===== config.mk =====
export PLATFORM = sky130hd
export DESIGN_NAME = branch_resolve_queue_flat
export DESIGN_NICKNAME = d
export VERILOG_FILES = /design/src/rtl/branch_resolve_queue_pkg.sv /design/src/rtl/branch_resolve_queue_if.sv /design/src/rtl/branch_resolve_queue_fifo.sv /design/src/rtl/branch_resolve_queue.sv /design/src/flat_wrapper.sv
export SDC_FILE = /design/constraint.sdc
export NUM_CORES = 1
export LEC_CHECK = 0
export ABC_AREA = 1
export CAP_MARGIN = 10
export CORE_AREA = 2 2 160 201
export CTS_CLUSTER_DIAMETER = 80
export CTS_CLUSTER_SIZE = 14
export DETAILED_ROUTE_END_ITERATION = 8
export DIE_AREA = 0 0 162 203
export GPL_TIMING_DRIVEN = 0
export PLACE_DENSITY = 0.7
export SYNTH_ARGS = -nofsm -noshare
export SYNTH_HDL_FRONTEND = slang
export SYNTH_SLANG_ARGS = --single-unit

===== constraint.sdc =====
create_clock -name clk -period 10.04 [get_ports clk]
set_input_delay 2.008 -clock clk [delete_from_list [all_inputs] [get_ports clk]]
set_output_delay 2.008 -clock clk [all_outputs]
set_load 0.05 [all_outputs]

===== src/rtl/branch_resolve_queue_pkg.sv =====
// Shared branch-queue definitions: widths, entry layout and small helpers.
// The branch predictor imports the same package so entry layouts stay in sync.
package branch_resolve_queue_pkg;

    localparam int DEPTH      = 8;
    localparam int PTR_W      = $clog2(DEPTH);
    localparam int XLEN       = 32;
    localparam int INSN_BYTES = 4;
    localparam int ENTRY_W    = XLEN + 1;
    localparam int PRED_BIT   = XLEN;

    typedef logic [XLEN-1:0]  pc_t;
    typedef logic [PTR_W-1:0] ptr_t;
    typedef logic [PTR_W:0]   cnt_t;

    // Packed so that the prediction lands on bit PRED_BIT of an ENTRY_W word.
    typedef struct packed {
        logic pred;
        pc_t  pc;
    } brq_entry_t;

    function automatic pc_t next_seq_pc(input pc_t pc);
        return pc + pc_t'(INSN_BYTES);
    endfunction

endpackage


===== src/rtl/branch_resolve_queue_if.sv =====
// Fetch/execute-facing bundle of the branch resolve queue.
// master = fetch/execute/predictor side, slave = the queue itself.
interface branch_resolve_queue_if;
    import branch_resolve_queue_pkg::*;

    logic push_valid;
    logic push_ready;
    pc_t  push_pc;
    logic push_pred;

    logic resolve_valid;
    logic resolve_taken;
    pc_t  resolve_target;

    logic update;
    pc_t  update_pc;
    logic taken;
    logic mispredict;

    logic redirect_valid;
    pc_t  redirect_pc;

    cnt_t count;
    logic order_error;

    modport master (
        output push_valid, push_pc, push_pred,
        output resolve_valid, resolve_taken, resolve_target,
        input  push_ready, update, update_pc, taken, mispredict,
        input  redirect_valid, redirect_pc, count, order_error
    );

    modport slave (
        input  push_valid, push_pc, push_pred,
        input  resolve_valid, resolve_taken, resolve_target,
        output push_ready, update, update_pc, taken, mispredict,
        output redirect_valid, redirect_pc, count, order_error
    );

endinterface


===== src/rtl/branch_resolve_queue_fifo.sv =====
// In-order entry storage for the branch queue: circular array, pointers, occupancy.
// flush_i squashes everything behind the entry being popped this cycle.
module brq_fifo
    import branch_resolve_queue_pkg::*;
(
    input  logic       clk,
    input  logic       reset,
    input  logic       push_i,
    input  brq_entry_t entry_i,
    input  logic       pop_i,
    input  logic       flush_i,
    output brq_entry_t head_o,
    output cnt_t       count_o
);

    brq_entry_t mem_q [DEPTH];
    ptr_t       wr_ptr_q, wr_ptr_d;
    ptr_t       rd_ptr_q, rd_ptr_d;
    cnt_t       count_q,  count_d;

    // NOTE: the storage array has no reset; occupancy is tracked by count_q, so
    // stale contents are never observed and the array can map to plain flops/RAM.
    always_ff @(posedge clk) begin
        if (push_i) begin
            mem_q[wr_ptr_q] <= entry_i;
        end
    end

    // NOTE: every next-state value is defaulted first so no path infers a latch.
    always_comb begin
        wr_ptr_d = wr_ptr_q;
        rd_ptr_d = rd_ptr_q;
        count_d  = count_q;
        if (pop_i) begin
            rd_ptr_d = rd_ptr_q + ptr_t'(1);
        end
        if (flush_i) begin
            wr_ptr_d = rd_ptr_q + ptr_t'(1);
            count_d  = '0;
        end else begin
            if (push_i) begin
                wr_ptr_d = wr_ptr_q + ptr_t'(1);
            end
            count_d = count_q + cnt_t'(push_i) - cnt_t'(pop_i);
        end
    end

    // NOTE: state registers use non-blocking assignments so every flop samples
    // pre-edge values regardless of process ordering.
    always_ff @(posedge clk or posedge reset) begin
        if (reset) begin
            wr_ptr_q <= '0;
            rd_ptr_q <= '0;
            count_q  <= '0;
        end else begin
            wr_ptr_q <= wr_ptr_d;
            rd_ptr_q <= rd_ptr_d;
            count_q  <= count_d;
        end
    end

    assign head_o  = mem_q[rd_ptr_q];
    assign count_o = count_q;

endmodule


===== src/rtl/branch_resolve_queue.sv =====
// In-order branch resolve queue: tracks predicted branches from fetch, trains the
// predictor as execute resolves them, and redirects fetch on a mispredict.
module branch_resolve_queue
    import branch_resolve_queue_pkg::*;
(
    input  logic                   clk,
    input  logic                   reset,
    branch_resolve_queue_if.slave  bus
);

    brq_entry_t head;
    brq_entry_t push_entry;
    cnt_t       count;
    logic       push_ready;
    logic       pop;
    logic       wrong_dir;
    logic       flush;
    logic       push_fire;

    logic update_q,     update_d;
    pc_t  update_pc_q,  update_pc_d;
    logic taken_q,      taken_d;
    logic mispredict_q, mispredict_d;
    logic redirect_q,   redirect_d;
    pc_t  redirect_pc_q, redirect_pc_d;
    logic order_err_q,  order_err_d;

    // A pop never frees space for a same-cycle push, and fetch is held off while
    // it is being redirected.
    assign push_ready = (count != cnt_t'(DEPTH)) && !redirect_q;
    assign pop        = bus.resolve_valid && (count != '0);
    assign wrong_dir  = bus.resolve_taken ^ head.pred;
    assign flush      = pop && wrong_dir;
    // Anything pushed alongside a mispredict is on the wrong path.
    assign push_fire  = bus.push_valid && push_ready && !flush;

    assign push_entry.pc   = bus.push_pc;
    assign push_entry.pred = bus.push_pred;

    brq_fifo u_fifo (
        .clk     (clk),
        .reset   (reset),
        .push_i  (push_fire),
        .entry_i (push_entry),
        .pop_i   (pop),
        .flush_i (flush),
        .head_o  (head),
        .count_o (count)
    );

    always_comb begin
        update_d      = pop;
        mispredict_d  = flush;
        redirect_d    = flush;
        update_pc_d   = update_pc_q;
        taken_d       = taken_q;
        redirect_pc_d = redirect_pc_q;
        order_err_d   = order_err_q || (bus.resolve_valid && (count == '0));
        if (pop) begin
            update_pc_d = head.pc;
            taken_d     = bus.resolve_taken;
        end
        if (flush) begin
            redirect_pc_d = bus.resolve_taken ? bus.resolve_target : next_seq_pc(head.pc);
        end
    end

    always_ff @(posedge clk or posedge reset) begin
        if (reset) begin
            update_q      <= 1'b0;
            update_pc_q   <= '0;
            taken_q       <= 1'b0;
            mispredict_q  <= 1'b0;
            redirect_q    <= 1'b0;
            redirect_pc_q <= '0;
            order_err_q   <= 1'b0;
        end else begin
            update_q      <= update_d;
            update_pc_q   <= update_pc_d;
            taken_q       <= taken_d;
            mispredict_q  <= mispredict_d;
            redirect_q    <= redirect_d;
            redirect_pc_q <= redirect_pc_d;
            order_err_q   <= order_err_d;
        end
    end

    assign bus.push_ready     = push_ready;
    assign bus.update         = update_q;
    assign bus.update_pc      = update_pc_q;
    assign bus.taken          = taken_q;
    assign bus.mispredict     = mispredict_q;
    assign bus.redirect_valid = redirect_q;
    assign bus.redirect_pc    = redirect_pc_q;
    assign bus.count          = count;
    assign bus.order_error    = order_err_q;

endmodule


===== src/flat_wrapper.sv =====
// flat-port wrapper written by rule: the top's interface ports become plain ports
module branch_resolve_queue_flat import branch_resolve_queue_pkg::*;
  (clk, reset, bus_push_valid, bus_push_pc, bus_push_pred, bus_resolve_valid, bus_resolve_taken, bus_resolve_target, bus_push_ready, bus_update, bus_update_pc, bus_taken, bus_mispredict, bus_redirect_valid, bus_redirect_pc, bus_count, bus_order_error);
  branch_resolve_queue_if bus_i ();
  input  logic clk;
  input  logic reset;
  input wire logic [$bits(bus_i.push_valid)-1:0] bus_push_valid;
  input wire logic [$bits(bus_i.push_pc)-1:0] bus_push_pc;
  input wire logic [$bits(bus_i.push_pred)-1:0] bus_push_pred;
  input wire logic [$bits(bus_i.resolve_valid)-1:0] bus_resolve_valid;
  input wire logic [$bits(bus_i.resolve_taken)-1:0] bus_resolve_taken;
  input wire logic [$bits(bus_i.resolve_target)-1:0] bus_resolve_target;
  output wire logic [$bits(bus_i.push_ready)-1:0] bus_push_ready;
  output wire logic [$bits(bus_i.update)-1:0] bus_update;
  output wire logic [$bits(bus_i.update_pc)-1:0] bus_update_pc;
  output wire logic [$bits(bus_i.taken)-1:0] bus_taken;
  output wire logic [$bits(bus_i.mispredict)-1:0] bus_mispredict;
  output wire logic [$bits(bus_i.redirect_valid)-1:0] bus_redirect_valid;
  output wire logic [$bits(bus_i.redirect_pc)-1:0] bus_redirect_pc;
  output wire logic [$bits(bus_i.count)-1:0] bus_count;
  output wire logic [$bits(bus_i.order_error)-1:0] bus_order_error;
  assign bus_i.push_valid = bus_push_valid;
  assign bus_i.push_pc = bus_push_pc;
  assign bus_i.push_pred = bus_push_pred;
  assign bus_i.resolve_valid = bus_resolve_valid;
  assign bus_i.resolve_taken = bus_resolve_taken;
  assign bus_i.resolve_target = bus_resolve_target;
  assign bus_push_ready = bus_i.push_ready;
  assign bus_update = bus_i.update;
  assign bus_update_pc = bus_i.update_pc;
  assign bus_taken = bus_i.taken;
  assign bus_mispredict = bus_i.mispredict;
  assign bus_redirect_valid = bus_i.redirect_valid;
  assign bus_redirect_pc = bus_i.redirect_pc;
  assign bus_count = bus_i.count;
  assign bus_order_error = bus_i.order_error;
  branch_resolve_queue u_core (.clk(clk), .reset(reset), .bus(bus_i));
endmodule

; ---- After elaboration in Yosys (flattened, before gate mapping)
; Memories as Yosys holds them, arrays and structs flattened.
; Cells that the tools add are included.
; W data, S select, Z words.
[classes]
n_reduce_logical = 12
bitwise_logic = 1
n_addsub = 5
eq_ne = 1
muxes = 6
[op_table]
columns = operator, count
row1 = $add A32 B3 Y32 const B, 1
row2 = $mux W32, 1
row3 = $add A3 B1 Y3 const B, 2
row4 = $logic_and A1 B1 Y1, 6
row5 = $mux W3, 2
row6 = $add A4 B1 Y4, 1
row7 = $logic_not A4 Y1, 1
row8 = $mux W4, 1
row9 = $ne A4 B4 Y1 const B, 1
row10 = $reduce_bool A4 Y1, 1
row11 = $sub A4 B1 Y4, 1
row12 = $logic_not A1 Y1, 2
row13 = $mux W1, 2
row14 = $reduce_bool A2 Y1, 1
row15 = $logic_or A1 B1 Y1, 1
row16 = $xor A1 B1 Y1, 1
[totals]
output_inout_bits = 74
ram_bits = 264
memories = 1
inputBits = 70
regBits = 78
[memory_table]
columns = memory, words, word_bits, read_ports, rd_clocked_by_memory_dff, write_ports, line
row1 = u_core.u_fifo.mem_q, 8, 33, 1, 0, 1, branch_resolve_queue_fifo.sv:16  ; brq_entry_t mem_q [DEPTH];

; ---- Logic depth before layout (Yosys ltp)
[logic_depth]
word_depth = 8
mapped_depth = 19
ltp_nobuf = 17

; ---- Hierarchy
; From an unflattened synthesis, not the netlist that was laid out.
[unflattened]
cells_unflattened = 1749
area_unflattened_um2 = 15832.7
[by_module_without_submodules]
columns = module, area_per_inst_um2, instances, cells_each
row1 = brq_fifo, 12107.9, 1, 1220
row2 = branch_resolve_queue, 3724.8, 1, 529

; ---- Worst setup path before layout
; Ideal clock, no wire load.
[synth_timing]
path_type = input -> register
startpoint = input bus_resolve_taken
endpoint = memory u_core.u_fifo.mem_q[0][0] in the netlist's numbering, enable pin
n_path_buf = 2
required_time_ps = 9617
cell_stages = 8
path_slack_ps = 5377
arrival_time_ps = 4240
cell_sequence = clkbuf_1 -> clkinv_1 -> nand2_1 -> nand3_2 -> buf_4 -> nand2_2 -> or2_4 -> nor2_1
[synth_between]
elab_chain_cells = 6
[synth_lines]
columns = element, line
row1 = from (decl), flat_wrapper.sv:11  ; input wire logic [$bits(bus_i.resolve_taken)-1:0] bus_resolve_taken;
row2 = $xor A1 B1 Y1, branch_resolve_queue.sv:32  ; assign wrong_dir = bus.resolve_taken ^ head.pred;
row3 = $logic_and A1 B1 Y1, branch_resolve_queue.sv:33  ; assign flush = pop && wrong_dir;
row4 = $logic_not A1 Y1, branch_resolve_queue.sv:35  ; assign push_fire = bus.push_valid && push_ready && !flush;
row5 = $logic_and A1 B1 Y1, branch_resolve_queue.sv:35
row6 = $mux W1, branch_resolve_queue_fifo.sv:24  ; if (push_i) begin
row7 = $mux W1 (implied by the code), branch_resolve_queue_fifo.sv:25  ; mem_q[wr_ptr_q] <= entry_i;
row8 = to (decl), branch_resolve_queue_fifo.sv:16
; Every way passes these cells.

; ---- Final worst setup path
[layout_timing]
startpoint = input bus_resolve_valid
endpoint = memory u_core.u_fifo.mem_q[2][11] in the netlist's numbering, enable pin
[layout_between]
elab_chain_cells = 6
[layout_lines]
columns = element, line
row1 = from (decl), flat_wrapper.sv:10  ; input wire logic [$bits(bus_i.resolve_valid)-1:0] bus_resolve_valid;
row2 = $logic_and A1 B1 Y1, branch_resolve_queue.sv:31  ; assign pop = bus.resolve_valid && (count != '0);
row3 = $logic_and A1 B1 Y1, branch_resolve_queue.sv:33
row4 = $logic_not A1 Y1, branch_resolve_queue.sv:35
row5 = $logic_and A1 B1 Y1, branch_resolve_queue.sv:35
row6 = $mux W1, branch_resolve_queue_fifo.sv:24
row7 = $mux W1 (implied by the code), branch_resolve_queue_fifo.sv:25
; Every way passes these cells.

==> flow_summary.toml <==
[floorplan]
die_h_um = 203
core.rowCount = 72
core_sq_um = 30800
dieArea_sq_um = 32900
boundaryPins = 144
start_util = 0.508
die_w_um = 162

[sta]
fin_setup_tns_ps = 0
tightestPinTransition_ps = 868
max_freq_mhz = 232
setup_viol = 0
fin_crit_sh = 0.429
fin_crit_ps = 4310
relSlewSlack = 0.420
rsz0062_at_grt = "no"
hold_violations = 0
drv_slew = 0
fin_skew_ps = 28.1

[yosys]
netlist_area_sq_um = 15700
netlist_instances = 1663
yosys_most_used_dff = "edfxtp_1"
ys_seq_area_frac = 0.631
synth_fp_nets = 1743
yosys_warnings = 0
synth_top_area_cell = "edfxtp_1"
synth_seq_cells = 342
synthArstFlopShare = 0.228
syn_area_per_cell_sq_um = 9.42
synth_edf_count = 264
synth.distinct_cells = 38
synth_area_leaders = "edfxtp_1 (51%), nand2_1 (14%), dfrtp_1 (12%)"
yosys-top-cells-count = "nand2_1 (579), edfxtp_1 (264), inv_1 (257)"
synth_top_area_frac = 0.506
synth_most_common_cell = "nand2_1"

[critical_path]
ff2ff_path_depth = 11
critPathKind = "in2reg"
rrSetupSlack_ps = 6550
r2r_end = "u_core.u_fifo.mem_q[2][11]"
cp.arrival_ps = 4580
crit_required_ps = 10310
crit_path_end_kind = "flip-flop"
startpoint_type = "input pin"
rr_startpoint = "u_core.u_fifo.rd_ptr_q[2]"
worstPathMaxFanout = 20

[outcome]
status = "complete, no violations"

[cells_and_area]
area_delta_synth_final_pct = 19.1
n_fill_cell = 2520
antennaDiodeCount = 0
final_layout_size_suffix_gt1_frac = 0.0767
instances_no_fill = 2271
final_net_count = 1924
fin_area_sq_um = 18700

[power]
power_frac_comb = 0.494
cellPowerDensity_nw_per_um2 = 311
netSwitchingFraction = 0.447
power_switching_mw = 2.59
p_clk_frac = 0.175
ir_drop_mv = 0.201
pwr-share-seq = 0.331
p_int_mw = 3.21
leakage_nw = 8.20

[hold_path]
min_from = "u_core.bus.redirect_pc[12]"
whs_path_depth = 2
min_path_type = "reg2reg"
min_to = "u_core.bus.redirect_pc[12]"

[global_routing]
grt_pass1_wl_mm = 60.9
grt_pass1_vias = 11200
grt_overflow_total = 0
grt_start_max_net_pins = 56
grtUsageTotal = 0.240
antenna_found_initial = 2

[placement]
dp.cells = 2221
place_area_sq_um = 17900
io_buffers = 142
gp_congestion = 0.901
hpwl_mm = 27.7

[clock_tree]
cts_root_buffer = "clkbuf_16"
cts_tree = "yes"
clk_pin_slew_ps = 70
htreeDepth = 1
cts_sinks = 342
post_cts_resized = 0
numCtsBuffers = 28
clock_latency_ps = 570
clockBufferDepth = 3
cts_setup_buffers = 0
ctsHoldBuffers = 0

[flow_run]
maxCapViolCount = 0

[detailed_routing]
vias = 11500
routed.top_layer = "met5"
viasPerCell = 5.06
wl_met3_mm = 2.63
route.met2.wl_mm = 19.4
first_iter_violations = 922
antenna_left = 0
met1_length_mm = 15.6
drc = 0
wl_per_cell_um = 17.3
drtPass1Iterations = 5
drt_wl_total_mm = 39.4
==> logic make-up (layout without fill, tap and decap cells) <==
group / count (synthesis) / count (layout) / share of synthesized area
and+or+nand+nor: 860 / 860 / 0.228
AOI/OAI and AO/OA: 111 / 111 / 0.0395
DFF: 342 / 342 / 0.631
adders and majority gates: 10 / 10 / 0.00847
xor gates and xnor gates: 4 / 4 / 0.00224
buffers and inverters: 336 / 537 / 0.0911
==> cell usage in the layout (no fill, tap or decap), drive strengths merged <==
cell type	Yosys	layout
nor2	100	100
nand2	596	596
a21boi	4	4
clkinv	1	1
a21oi	13	13
a31oi	4	4
fa	1	1
o21ai	73	73
o221ai	3	3
or2	5	5
nand3b	1	1
nand3	155	155
nand4	1	1
o21a	1	1
clkbuf	18	67
inv	261	262
edfxtp	264	264
o22ai	4	4
a2bb2oi	6	6
and2	2	2
o21bai	1	1
clkdlybuf4s50	0	142
ha	9	9
xor2	4	4
buf	56	65
o211ai	2	2
dfrtp	78	78
==> power groups by stage <==
stage | logic, mW | registers [mW] | clock network, mW
floorplan | 1.43 | 2.41 | 0
global placement | 2.77 | 1.95 | 0
detailed placement | 2.86 | 1.95 | 0
CTS | 2.87 | 1.92 | 1.03
global route | 3.13 | 1.94 | 1.08
finish | 2.87 | 1.92 | 1.02
==> per-layer routing <==
metal  up-vias  GRT usage
met3        94     0.0349
met4         4      0.107
li1       5650          -
met5         -          0
met2       456      0.421
met1      5287      0.293
==> worst max-delay path by stage <==
stage	from	to	slack (ps)
floorplan	bus_resolve_taken	u_core.u_fifo.mem_q[0][0]	5380
global placement	bus_resolve_valid	u_core.u_fifo.mem_q[4][13]	3010
detailed placement	bus_resolve_valid	u_core.u_fifo.mem_q[2][32]	5140
CTS	u_core.u_fifo.count_o[2]	bus_push_ready	5710
global route	u_core.u_fifo.count_o[2]	bus_push_ready	5620
finish	bus_resolve_valid	u_core.u_fifo.mem_q[2][11]	5730
==> critical path, cell delays in order <==
cell and delay [ps]:
clkdlybuf4s50_1 420, nand2_1 330, inv_1 150, nand3_2 140
buf_4 200, nand2_2 80, or2_4 300, nor2_4 670
buf_16 240
==> stage by stage <==
step	setup slack [ps]	hold slack, ps	util	power, mW
detailed placement	5140	465	0.579	4.81
global placement	3010	462	0.571	4.72
global route	5620	501	0.606	6.16
floorplan	5380	544	-	3.84
finish	5730	479	0.606	5.81
CTS	5710	483	0.606	5.82
==> registers in the layout, indices dropped and copies added (netlist names) <==
| name | count |
|---|---|
| u_core.bus.taken | 1 |
| u_core.bus.order_error | 1 |
| u_core.u_fifo.wr_ptr_q | 3 |
| u_core.bus.update | 1 |
| u_core.bus.mispredict | 1 |
| u_core.bus.update_pc | 32 |
| u_core.bus.redirect_pc | 32 |
| u_core.u_fifo.count_o | 4 |
| u_core.u_fifo.mem_q | 264 |
| u_core.u_fifo.rd_ptr_q | 3 |
==> cell type report <==
cell class	count	area, sq um	share of cell area
Tap cell	407	509	0.0273
Multi-Input combinational cell	985	4420	0.237
Clock inverter	1	8.76	0.000469
Timing Repair Buffer	151	1620	0.0866
Inverter	262	988	0.0530
Clock buffer	49	801	0.0429
Sequential cell	342	9880	0.529
Buffer	74	440	0.0236
No activity file was read; power rests on OpenSTA's default activity.
